[src/rtl/ddr_activation_reader_if.sv]
// Stream bundle for the activation reader: DDR beat input and unpacked element output.
interface ddr_activation_reader_if #(
  parameter int DDR_W = 216,
  parameter int ROW_W = 10,
  parameter int COL_W = 11,
  parameter int CH_W  = 8
);
  logic             ddr_valid;
  logic             ddr_ready;
  logic [DDR_W-1:0] ddr_data;
  logic             out_valid;
  logic             out_ready;
  logic [7:0]       out_data;
  logic [ROW_W-1:0] out_row;
  logic [COL_W-1:0] out_col;
  logic [CH_W-1:0]  out_ch;
  logic             out_last;

  // master is the reader; slave is the DDR source / downstream consumer side.
  modport master (
    input  ddr_valid, ddr_data, out_ready,
    output ddr_ready, out_valid, out_data, out_row, out_col, out_ch, out_last
  );

  modport slave (
    output ddr_valid, ddr_data, out_ready,
    input  ddr_ready, out_valid, out_data, out_row, out_col, out_ch, out_last
  );
endinterface

[src/rtl/ddr_activation_reader.sv]
// Unpacks 27-byte DDR beats into a one-byte-per-cycle activation stream
// tagged with row/col/channel addresses (channel fastest).
module ddr_activation_reader #(
  parameter int DDR_W          = 216,
  parameter int BYTES_PER_BEAT = 27,
  parameter int ROW_W          = 10,
  parameter int COL_W          = 11,
  parameter int CH_W           = 8
) (
  input  logic             clock,
  input  logic             reset,
  input  logic             start,
  input  logic [ROW_W-1:0] cfg_rows,
  input  logic [COL_W-1:0] cfg_cols,
  input  logic [CH_W-1:0]  cfg_chs,
  ddr_activation_reader_if.master bus,
  output logic             busy,
  output logic             done
);
  localparam int N_W   = ROW_W + COL_W + CH_W;
  localparam int IDX_W = $clog2(BYTES_PER_BEAT);

  typedef enum logic [1:0] {IDLE, RUN, DONE} state_t;

  state_t           state_q, state_d;
  logic [COL_W-1:0] cols_q, col_q;
  logic [CH_W-1:0]  chs_q, ch_q;
  logic [ROW_W-1:0] row_q;
  logic [N_W-1:0]   n_q, elem_q, n_calc;
  logic [N_W:0]     loaded_q;
  logic [DDR_W-1:0] beat_p0;
  logic             vld_p0;
  logic [IDX_W-1:0] idx_p0;
  logic             start_ok, zero_dim, out_fire, last_byte, last_elem, ddr_fire;

  assign n_calc   = N_W'(cfg_rows) * N_W'(cfg_cols) * N_W'(cfg_chs);
  assign zero_dim = (cfg_rows == '0) || (cfg_cols == '0) || (cfg_chs == '0);
  assign start_ok = (state_q == IDLE) && start;

  assign bus.out_valid = vld_p0 && (state_q == RUN);
  assign out_fire      = bus.out_valid && bus.out_ready;
  assign last_byte     = (idx_p0 == IDX_W'(BYTES_PER_BEAT - 1));
  assign bus.out_last  = bus.out_valid && (elem_q == n_q - N_W'(1));
  assign last_elem     = out_fire && bus.out_last;

  // loaded_q counts elements brought in so far; comparing it to N is the
  // same as comparing beats received against ceil(N/27) without a divider.
  assign bus.ddr_ready = (state_q == RUN) && (loaded_q < {1'b0, n_q}) &&
                         (!vld_p0 || (out_fire && last_byte));
  assign ddr_fire      = bus.ddr_valid && bus.ddr_ready;

  assign bus.out_data = bus.out_valid ? beat_p0[7:0] : 8'd0;
  assign bus.out_row  = row_q;
  assign bus.out_col  = col_q;
  assign bus.out_ch   = ch_q;
  assign busy         = (state_q == RUN);
  assign done         = (state_q == DONE);

  always_ff @(posedge clock) begin
    if (reset) begin
      state_q <= IDLE;
    end else begin
      state_q <= state_d;
    end
  end

  always_comb begin
    state_d = state_q;
    case (state_q)
      IDLE:    if (start) state_d = zero_dim ? DONE : RUN;
      RUN:     if (last_elem) state_d = DONE;
      DONE:    state_d = IDLE;
      default: state_d = IDLE;
    endcase
  end

  always_ff @(posedge clock) begin
    if (reset) begin
      vld_p0   <= 1'b0;
      idx_p0   <= '0;
      cols_q   <= '0;
      chs_q    <= '0;
      n_q      <= '0;
      row_q    <= '0;
      col_q    <= '0;
      ch_q     <= '0;
      elem_q   <= '0;
      loaded_q <= '0;
    end else if (start_ok) begin
      vld_p0   <= 1'b0;
      idx_p0   <= '0;
      cols_q   <= cfg_cols;
      chs_q    <= cfg_chs;
      n_q      <= n_calc;
      row_q    <= '0;
      col_q    <= '0;
      ch_q     <= '0;
      elem_q   <= '0;
      loaded_q <= '0;
    end else begin
      if (out_fire) begin
        idx_p0 <= idx_p0 + IDX_W'(1);
        elem_q <= elem_q + N_W'(1);
        if (ch_q == chs_q - CH_W'(1)) begin
          ch_q <= '0;
          if (col_q == cols_q - COL_W'(1)) begin
            col_q <= '0;
            row_q <= row_q + ROW_W'(1);
          end else begin
            col_q <= col_q + COL_W'(1);
          end
        end else begin
          ch_q <= ch_q + CH_W'(1);
        end
        // The tail of a partial final beat is dropped with the last element.
        if (last_byte || bus.out_last) vld_p0 <= 1'b0;
      end
      if (ddr_fire) begin
        vld_p0   <= 1'b1;
        idx_p0   <= '0;
        loaded_q <= loaded_q + (N_W + 1)'(BYTES_PER_BEAT);
      end
    end
  end

  // Beat buffer stage: byte 0 sits at the bottom and shifts out one per fire.
  always_ff @(posedge clock) begin
    if (ddr_fire) begin
      beat_p0 <= bus.ddr_data;
    end else if (out_fire) begin
      beat_p0 <= beat_p0 >> 8;
    end
  end

endmodule

[src/flat_wrapper.sv]
// flat-port wrapper written by rule: the top's interface ports become plain ports
module ddr_activation_reader_flat 
#(
  parameter int DDR_W          = 216,
  parameter int BYTES_PER_BEAT = 27,
  parameter int ROW_W          = 10,
  parameter int COL_W          = 11,
  parameter int CH_W           = 8
)
  (clock, reset, start, cfg_rows, cfg_cols, cfg_chs, busy, done, bus_ddr_valid, bus_ddr_data, bus_out_ready, bus_ddr_ready, bus_out_valid, bus_out_data, bus_out_row, bus_out_col, bus_out_ch, bus_out_last);
  ddr_activation_reader_if #(.DDR_W(DDR_W), .ROW_W(ROW_W), .COL_W(COL_W), .CH_W(CH_W)) bus_i ();
  input  logic clock;
  input  logic reset;
  input  logic start;
  input  logic [ROW_W-1:0] cfg_rows;
  input  logic [COL_W-1:0] cfg_cols;
  input  logic [CH_W-1:0] cfg_chs;
  output logic busy;
  output logic done;
  input wire logic [$bits(bus_i.ddr_valid)-1:0] bus_ddr_valid;
  input wire logic [$bits(bus_i.ddr_data)-1:0] bus_ddr_data;
  input wire logic [$bits(bus_i.out_ready)-1:0] bus_out_ready;
  output wire logic [$bits(bus_i.ddr_ready)-1:0] bus_ddr_ready;
  output wire logic [$bits(bus_i.out_valid)-1:0] bus_out_valid;
  output wire logic [$bits(bus_i.out_data)-1:0] bus_out_data;
  output wire logic [$bits(bus_i.out_row)-1:0] bus_out_row;
  output wire logic [$bits(bus_i.out_col)-1:0] bus_out_col;
  output wire logic [$bits(bus_i.out_ch)-1:0] bus_out_ch;
  output wire logic [$bits(bus_i.out_last)-1:0] bus_out_last;
  assign bus_i.ddr_valid = bus_ddr_valid;
  assign bus_i.ddr_data = bus_ddr_data;
  assign bus_i.out_ready = bus_out_ready;
  assign bus_ddr_ready = bus_i.ddr_ready;
  assign bus_out_valid = bus_i.out_valid;
  assign bus_out_data = bus_i.out_data;
  assign bus_out_row = bus_i.out_row;
  assign bus_out_col = bus_i.out_col;
  assign bus_out_ch = bus_i.out_ch;
  assign bus_out_last = bus_i.out_last;
  ddr_activation_reader #(.DDR_W(DDR_W), .BYTES_PER_BEAT(BYTES_PER_BEAT), .ROW_W(ROW_W), .COL_W(COL_W), .CH_W(CH_W)) u_core (.clock(clock), .reset(reset), .start(start), .cfg_rows(cfg_rows), .cfg_cols(cfg_cols), .cfg_chs(cfg_chs), .bus(bus_i), .busy(busy), .done(done));
endmodule
[config.mk]
export PLATFORM = sky130hd
export DESIGN_NAME = ddr_activation_reader_flat
export DESIGN_NICKNAME = d
export VERILOG_FILES = /design/src/rtl/ddr_activation_reader_if.sv /design/src/rtl/ddr_activation_reader.sv /design/src/flat_wrapper.sv
export SDC_FILE = /design/constraint.sdc
export NUM_CORES = 1
export LEC_CHECK = 0
export CAP_MARGIN = 20
export CORE_UTILIZATION = 60
export CTS_BUF_LIST = sky130_fd_sc_hd__clkbuf_4
export DETAILED_ROUTE_END_ITERATION = 10
export PLACE_DENSITY = 0.84
export REMOVE_ABC_BUFFERS = 1
export SLEW_MARGIN = 0
export SYNTH_ARGS = -nofsm -noshare
export SYNTH_HDL_FRONTEND = slang
export SYNTH_SLANG_ARGS = --single-unit
[constraint.sdc]
create_clock -name clock -period 28.5 [get_ports clock]
set_input_delay 5.7 -clock clock [delete_from_list [all_inputs] [get_ports clock]]
set_output_delay 5.7 -clock clock [all_outputs]
set_load 0.01 [all_outputs]
Yosys cells after proc, flatten, opt, wreduce, memory -nomap -nowiden
Index checks and enable logic that the tools add are counted.
{"block": "totals", "regBits": 360, "out_inout_bits": 42}
{"block": "classes", "add_sub_neg": 9, "n_mul": 2, "n_lt_le_gt_ge": 1, "eq_ne": 8, "n_mux": 12, "reduce_logical": 26}
{"operator": "216-bit two-way mux", "n": 2}
{"operator": "30-bit by 5-bit adder with 30-bit output (second input constant)", "n": 1}
{"operator": "30-bit by 29-bit < comparator with 1-bit output", "n": 1}
{"operator": "29-bit by 1-bit adder with 29-bit output (second input constant)", "n": 1}
{"operator": "29-bit equality test", "n": 1}
{"operator": "21-bit by 8-bit multiplier with 29-bit output", "n": 1}
{"operator": "29-bit by 1-bit subtractor with 29-bit output (second input constant)", "n": 1}
{"operator": "10-bit by 11-bit multiplier with 21-bit output", "n": 1}
{"operator": "8-bit two-way mux", "n": 2}
{"operator": "11-bit by 1-bit adder with 11-bit output (second input constant)", "n": 1}
{"operator": "11-bit equality test", "n": 1}
{"operator": "11-bit logical NOT", "n": 1}
{"operator": "11-bit two-way mux", "n": 1}
{"operator": "11-bit by 1-bit subtractor with 11-bit output (second input constant)", "n": 1}
{"operator": "10-bit by 1-bit adder with 10-bit output (second input constant)", "n": 1}
{"operator": "10-bit logical NOT", "n": 1}
{"operator": "1-bit logical AND", "n": 9}
{"operator": "8-bit by 1-bit adder with 8-bit output (second input constant)", "n": 1}
{"operator": "8-bit equality test", "n": 1}
{"operator": "8-bit logical NOT", "n": 1}
{"operator": "8-bit by 1-bit subtractor with 8-bit output (second input constant)", "n": 1}
{"operator": "2-bit two-way mux", "n": 3}
{"operator": "2-bit AND reduction", "n": 3}
{"operator": "5-bit by 1-bit adder with 5-bit output (second input constant)", "n": 1}
{"operator": "other kinds (14)", "n": 20}

Depth between registers and ports, before layout
{"block": "depth", "ltp_word": 9, "mapped_depth": 38, "mapped_depth_nobuf": 36}

Worst setup path after synthesis
Ideal clock, no wire load.
{"block": "synth_path", "path_kind": "input port to flip-flop", "start": "in cfg_cols[0]", "end": "reg u_core.n_q[26]", "setup_time_ns": 0.128, "t_arrival_ns": 14.605, "setup_slack_ns": 13.767, "path_stages": 34, "path_buffers": 2, "path_cell_list": "clkbuf_1 -> clkbuf_1 -> nand2_1 -> fa_1 -> fa_1 -> inv_1 -> fa_1 -> fa_1 -> inv_1 -> fa_1 -> inv_1 -> ha_1 -> nand2_1 -> nor2_1 -> or4b_2 -> a21oi_1 -> o31ai_1 -> a21oi_1 -> xor2_1 -> nor2_1 -> fa_1 -> fa_1 -> fa_1 -> inv_1 -> fa_1 -> inv_1 -> ha_1 -> a21o_1 -> a21o_1 -> a21oi_1 -> o21ai_0 -> o41ai_1 -> mux2i_1 -> o31ai_1"}
{"block": "synth_via", "elab_chain_cells": 2}
{"element": "from (decl)", "line_no": "flat_wrapper.sv:16", "source": "input logic [COL_W-1:0] cfg_cols;"}
{"element": "10-bit by 11-bit multiplier with 21-bit output", "line_no": "ddr_activation_reader.sv:36", "source": "assign n_calc = N_W'(cfg_rows) * N_W'(cfg_cols) * N_W'(cfg_chs);"}
{"element": "21-bit by 8-bit multiplier with 29-bit output", "line_no": "ddr_activation_reader.sv:36"}
{"element": "to (signal assigned)", "line_no": "ddr_activation_reader.sv:94", "source": "n_q <= n_calc;"}
{"element": "to (decl)", "line_no": "ddr_activation_reader.sv:29", "source": "logic [N_W-1:0] n_q, elem_q, n_calc;"}
Every way passes these cells.
A chain may end at the register's enable or synchronous reset.

Worst setup path in the final report
Same ends and word-level chain as after synthesis.

==> impl_metrics.yaml <==
die:
  dieArea_um2: 44900
  die_x_um: 212
  core_area_um2: 43300
  placementRows: 76
  ioPinCount: 292
  die_y_um: 212
  initial_core_util_pct: 61.1
worst_hold_path:
  worstHoldStart: "u_core.chs_q[7]$_SDFFE_PP0P_"
  min_path_type: "reg2reg"
  min_path_cells: 2
setup_path:
  worstSetupEndpointType: "flip-flop"
  slowest_stage: "clkdlybuf4s50_1"
  r2r_start: "u_core.n_q[22]$_SDFFE_PP0P_"
  slowest_delay_ns: 0.91
  startpoint_type: "input pin"
  startpoint: "cfg_cols[0]"
  path_max_fanout: 19
  required_ns: 29.09
  reg2reg_slack_ns: 23.24
  rr_worst_depth: 12
  critPathMostFrequentCell: "fa_1"
  criticalPathCategory: "in2reg"
  arrival_ns: 15.99
synth:
  syn-cell-area_um2: 26500
  synth_common_cells: "864 x nand2_1, 261 x inv_1, 216 x edfxtp_1"
  synth_seq_cells: 360
  synthFlopType: "edfxtp_1"
  yosysTopAreaCell: "edfxtp_1"
  syn-instance-count: 3012
  syn_avg_cell_area_um2: 8.78
  synth_top_area_share_pct: 24.5
  yosysWarnings: 0
  synth_edf_count: 216
  synth_area_leaders: "edfxtp_1 25%, fa_1 14%, nand2_1 12%, dfxtp_1 11%, ha_1 6.8%"
  yosysMostFrequentCell: "nand2_1"
  yosysSeqAreaShare_pct: 35.4
  async_flop_share_pct: 0
  synth_cell_types: 75
clock_tree:
  cts_root_buf: "clkbuf_4"
  post_cts_resized: 0
  cts_buffers: 90
  clkSinkCount: 360
  clockBufferDepth: 3
  clk_latency_ns: 0.81
  cts.clk_slew.worst_paths_ns: 0.07
  cts_setup_buffers: 0
  htree_levels: 3
  cts_tree: "done"
  cts_hold_buffers: 0
route:
  viasPerCell: 5.62
  wire_per_inst_um: 17.5
  wl_um: 68800
  drtPass1Iterations: 6
  vias: 22100
  initialDrtViolationCount: 1721
  drc_errors: 0
  detail-route-antenna-nets: 0
timing:
  finalHoldViolCount: 0
  clock_skew_ns: 0.0997
  slew_headroom_pct: 27.9
  slew_viol_final: 0
  finalSetupViolations: 0
  worst_pin_slew_ns: 1.08
  finalCritPeriodShare_pct: 54.0
  fmax_mhz: 64.9
  rsz0062_at_grt: "no"
  tns_ns: 0
  finalCriticalPeriod_ns: 15.40
final_layout:
  fillers: 3217
  drive_gt1_share_pct: 5.95
  area_growth_pct: 16.5
  finish.net_count: 3847
  final_cell_area_um2: 30800
global_route:
  grt_max_degree: 107
  grt_pass1_wl_um: 110000
  antenna_found_initial: 14
  track_usage_pct: 30.8
  grt_overflow_total: 0
  grt_pass1_vias: 22200
placed_design:
  placed_area_um2: 29700
  gp_congestion: 0.923
  io_buffers: 291
  hpwlAfterDp_um: 51400
outcome:
  outcome: "finished, final reports clean"
flow_run:
  drv_cap: 0
layer usage:
layer / vias to the layer above / share of wire [%] / wire (um) / GRT usage (%)
met5: - / 0.10 / 69 / 0
met4: 10 / 3.1 / 2110 / 11.8
met3: 141 / 8.0 / 5480 / 8.03
met2: 810 / 49 / 33500 / 51.0
met1: 10600 / 40 / 27600 / 38.5
li1: 10500 / - / - / -
sequential cells by signal (all words and copies together), names as in the netlist:
name and flops:
u_core.beat_p0 216, u_core.loaded_q 30, u_core.elem_q 29, u_core.n_q 29, u_core.bus.out_col 11, u_core.cols_q 11
u_core.bus.out_row 10, u_core.bus.out_ch 8, u_core.chs_q 8, u_core.idx_p0 5, u_core.state_q 2, u_core.vld_p0 1
metrics by stage:
stage | setup WS [ns] | hold WS, ns | instances | util (%)
3_5_place_dp | 12.51 | 0.472 | 3763 | 68.6
2_1_floorplan | 10.49 | 0.439 | 2871 | -
5_1_grt | 12.57 | 0.505 | 3921 | 71.2
6_report | 13.10 | 0.478 | 3921 | 71.2
4_1_cts | 13.25 | 0.481 | 3912 | 71.2
3_3_place_gp | 12.75 | 0.459 | 3763 | 68.6
path summary, 6_finish.rpt:
kind,endpoint
max,u_core.n_q[26]$_SDFFE_PP0P_
min,u_core.chs_q[7]$_SDFFE_PP0P_
max reg2reg,u_core.idx_p0[1]$_SDFFE_PP0P_
min reg2reg,u_core.chs_q[7]$_SDFFE_PP0P_
layout make-up:
cell class                 count  area [um^2]  area share [%]
inverter                     261          980            3.18
clock inverter                13         76.3           0.248
timing repair buffer         307         3030            9.83
clock buffer                 136         1020            3.31
sequential                   360         9370            30.4
multi-input combinational   2250        15600            50.6
tap                          585          732            2.38
antenna                        9         22.5          0.0731
logic make-up after synthesis:
family | count (synthesis) | synth area share (%)
DFF | 360 | 35.4
AOI/OAI and AO/OA | 306 | 7.42
buffers and inverters | 402 | 5.75
muxes | 8 | 0.307
and+or+nand+nor | 1458 | 25.4
adders and majority gates | 327 | 20.7
xor gates and xnor gates | 151 | 5.05
critical path: cells and delay by family:
kind,cells,cell delay [ns]
fa+ha+maj,11,5.21
compound gates,8,1.89
simple gates,6,1.26
buf+inv,6,1.16
xor+xnor,1,0.50
mux,1,0.24
placed cells by master, fill, tap and decap left out, types with 35 or more instances in the layout:
cell	n
clkdlybuf4s50_1	290
nand3_1	42
dfxtp_1	144
xnor2_1	91
o21ai_0	41
nand4_1	35
clkbuf_4	136
inv_1	261
ha_1	143
fa_1	184
nor2_1	139
a21oi_1	114
nand2_1	862
xor2_1	59
edfxtp_1	216
and2_1	159
Power is left out: the tool's default activity adds up to more than one toggle a clock period on the data nets, which glitch-free logic cannot reach.
==> RTL edit (same flow settings) <==
Make the reset (`reset`) asynchronous in 2 clocked blocks.
--- a/src/rtl/ddr_activation_reader.sv
+++ b/src/rtl/ddr_activation_reader.sv
@@ -56,7 +56,7 @@
   assign busy         = (state_q == RUN);
   assign done         = (state_q == DONE);
 
-  always_ff @(posedge clock) begin
+  always_ff @(posedge clock or posedge reset) begin
     if (reset) begin
       state_q <= IDLE;
     end else begin
@@ -74,7 +74,7 @@
     endcase
   end
 
-  always_ff @(posedge clock) begin
+  always_ff @(posedge clock or posedge reset) begin
     if (reset) begin
       vld_p0   <= 1'b0;
       idx_p0   <= '0;
Formal check against the unedited RTL: differs if reset is asserted again (counterexample within 4 cycles, from zero or initial values and one cycle with reset high); with reset held inactive, the same outputs for 4 cycles.
==> RTL edit against the unedited design <==
  * Setup slack gained 240 ps
  * Clock skew shrank 48 ps
  * Routed wire length grew 2.1%
  * Via count grew 2.0%
  * Global-route usage shrank 0.23 points
  * Cell area grew 2.4%
  * Sequential cell count is the same
  * Area after synthesis grew 2.6%
  * Sequential share of layout area grew 1.6 points
Power is not shown: default switching activity piles up to over one toggle a cycle in this logic, so the estimate is an artifact.
==> RTL edit: results (changes against the unedited design) <==
- Synth top cells by count: nand2_1, inv_1, edfxtp_1, fa_1, and2_1
- Setup bufs post-CTS: 0 (unchanged)
- Maximum fanout along the worst path: 12 (-7)
- Initial antenna violation count: 8 (-6)
- DRT Pass-1 Iters: 6 (unchanged)
- Synth Warn #: 0 (unchanged)
- Top delay family on crit path: adder cells
- Yosys cell types: 83 (+11%)
- Finish-stage setup viols: 0 (unchanged)
- Fraction of final layout cells sized beyond drive strength 1: 5.60% (-0.35 points)
- NumNets Final: 3,850 (+0.078%)
- First-pass GRT wire length: 113,000 um (+3.2%)
- Resized Gates After CTS: 0 (unchanged)
- DR iter-0 viols: 2,104 (+22%)
- Largest net degree at the start of global routing: 101 (-5.6%)
- Clock buffer depth: 3 (unchanged)
- Root Buffer: clkbuf_4
- Clk_skew: 51.9 ps (-47.8 ps)
- CP max stage delay: 740 ps (-170 ps)
- Drt wl/cell: 17.8 um (+1.6%)
- Vias in the first global route: 22,400 (+1.3%)
- Register area share after synthesis: 37.2% (+1.7 points)
- GRT Total Usage: 30.6% (-0.23 points)
- Routed WL: 70,200 um (+2.1%)
- Dpl cell area: 0.0304 mm2 (+2.4%)
- GR met1 Demand/Resource: 38.0% (-0.51 points)
- Status: completed
- Port Buffers: 291 (unchanged)
- Fillers: 3,324 (+3.3%)
- CTS clock-pin slew for the worst setup and hold paths: 70 ps (about the same)
- Clk_lat worst skew: 830 ps (+20 ps)
- Met2 WL post-DR: 35,500 um (+5.8%)
- Vias per cell: 5.71 (+1.5%)
- Max Fclk: 66.0 MHz (+1.6%)
- M1 WL: 27,700 um (+0.46%)
- Post-synthesis cell count: 3,009 (-0.10%)
- CTS Buf Count: 90 (unchanged)
- Met3 wire len: 4550 um (-17%)
- Dpl ws: 12,660 ps (+148 ps)
- Top sig layer: met5
- Area contributors post-synth: edfxtp_1, fa_1, dfrtp_1, nand2_1, ha_1
- DP Cell Count: 3,772 (+0.24%)
- Ys async rst share: 40.0% (+40 points)
- Top Registers: u_core.beat_p0: 216 flops, u_core.loaded_q: 30 flops
- Critical path arrival: 15,890 ps (-100 ps)
- M2 GR Usage: 52.9% (+1.9 points)
- GR Util met3: 4.78% (-3.2 points)
- GPL Wtd Cong: 0.936 (+1.4%)
- Worst hold path class: reg -> reg
- H-tree depth: 3 (unchanged)
- Normalized max-slew margin: 25.6% (-2.2 points)
- DP Wirelength: 52,000 um (+1.1%)
- Slowest CP cell: clkdlybuf4s50_1
- Number of synthesized flops with an enable pin: 216 (unchanged)
-- RTL edit: changes by cell type in the layout (fill, tap and decap cells not counted), sizes merged, moves of 20 or more --
cell and delta:
a21oi -53, clkinv +20, dfrtp +144, dfxtp -144
nand3 +23, nor2 -30, o21ai +49, xnor2 -22
-- RTL edit: cell families (layout without fill, tap and decap cells) --
family          count (synthesis)  after routing  synth area share (%)
compound gates                283            283                  6.82
xor+xnor                      144            144                  4.65
fa+ha+maj                     327            327                  20.2
buf+inv                       407            737                  5.77
flops                         360            360                  37.2
mux                             9              9                 0.336
other cells                     0              8                     0
simple gates                 1479           1479                  25.1
-- RTL edit: area by class of cell --
cell class | count | area (um2) | area share (%)
clock inverter | 36 | 204 | 0.646
sequential | 360 | 10100 | 32.0
timing repair buffer | 306 | 3020 | 9.58
antenna | 8 | 20.0 | 0.0634
clock buffer | 122 | 916 | 2.90
inverter | 273 | 1030 | 3.26
multi-input combinational | 2242 | 15500 | 49.2
tap | 592 | 741 | 2.35
-- RTL edit: worst paths after layout --
check                                               from                                end  slack [ps]  cells after the start
setup / recovery                             cfg_cols[5]         u_core.n_q[26]$_DFFE_PP0P_       13350                     35
hold / removal               u_core.chs_q[7]$_DFFE_PP0P_        u_core.chs_q[7]$_DFFE_PP0P_         500                      2
setup reg to reg           u_core.state_q[1]$_DFFE_PP0P_       u_core.beat_p0[65]$_DFFE_PP_       22640                     10
hold reg to reg              u_core.chs_q[7]$_DFFE_PP0P_        u_core.chs_q[7]$_DFFE_PP0P_         500                      2
max in group asynchronous                          reset      u_core.elem_q[22]$_DFFE_PP0P_       21790                      3
min in group asynchronous                          reset  u_core.bus.out_row[9]$_DFFE_PP0P_        5430                      2
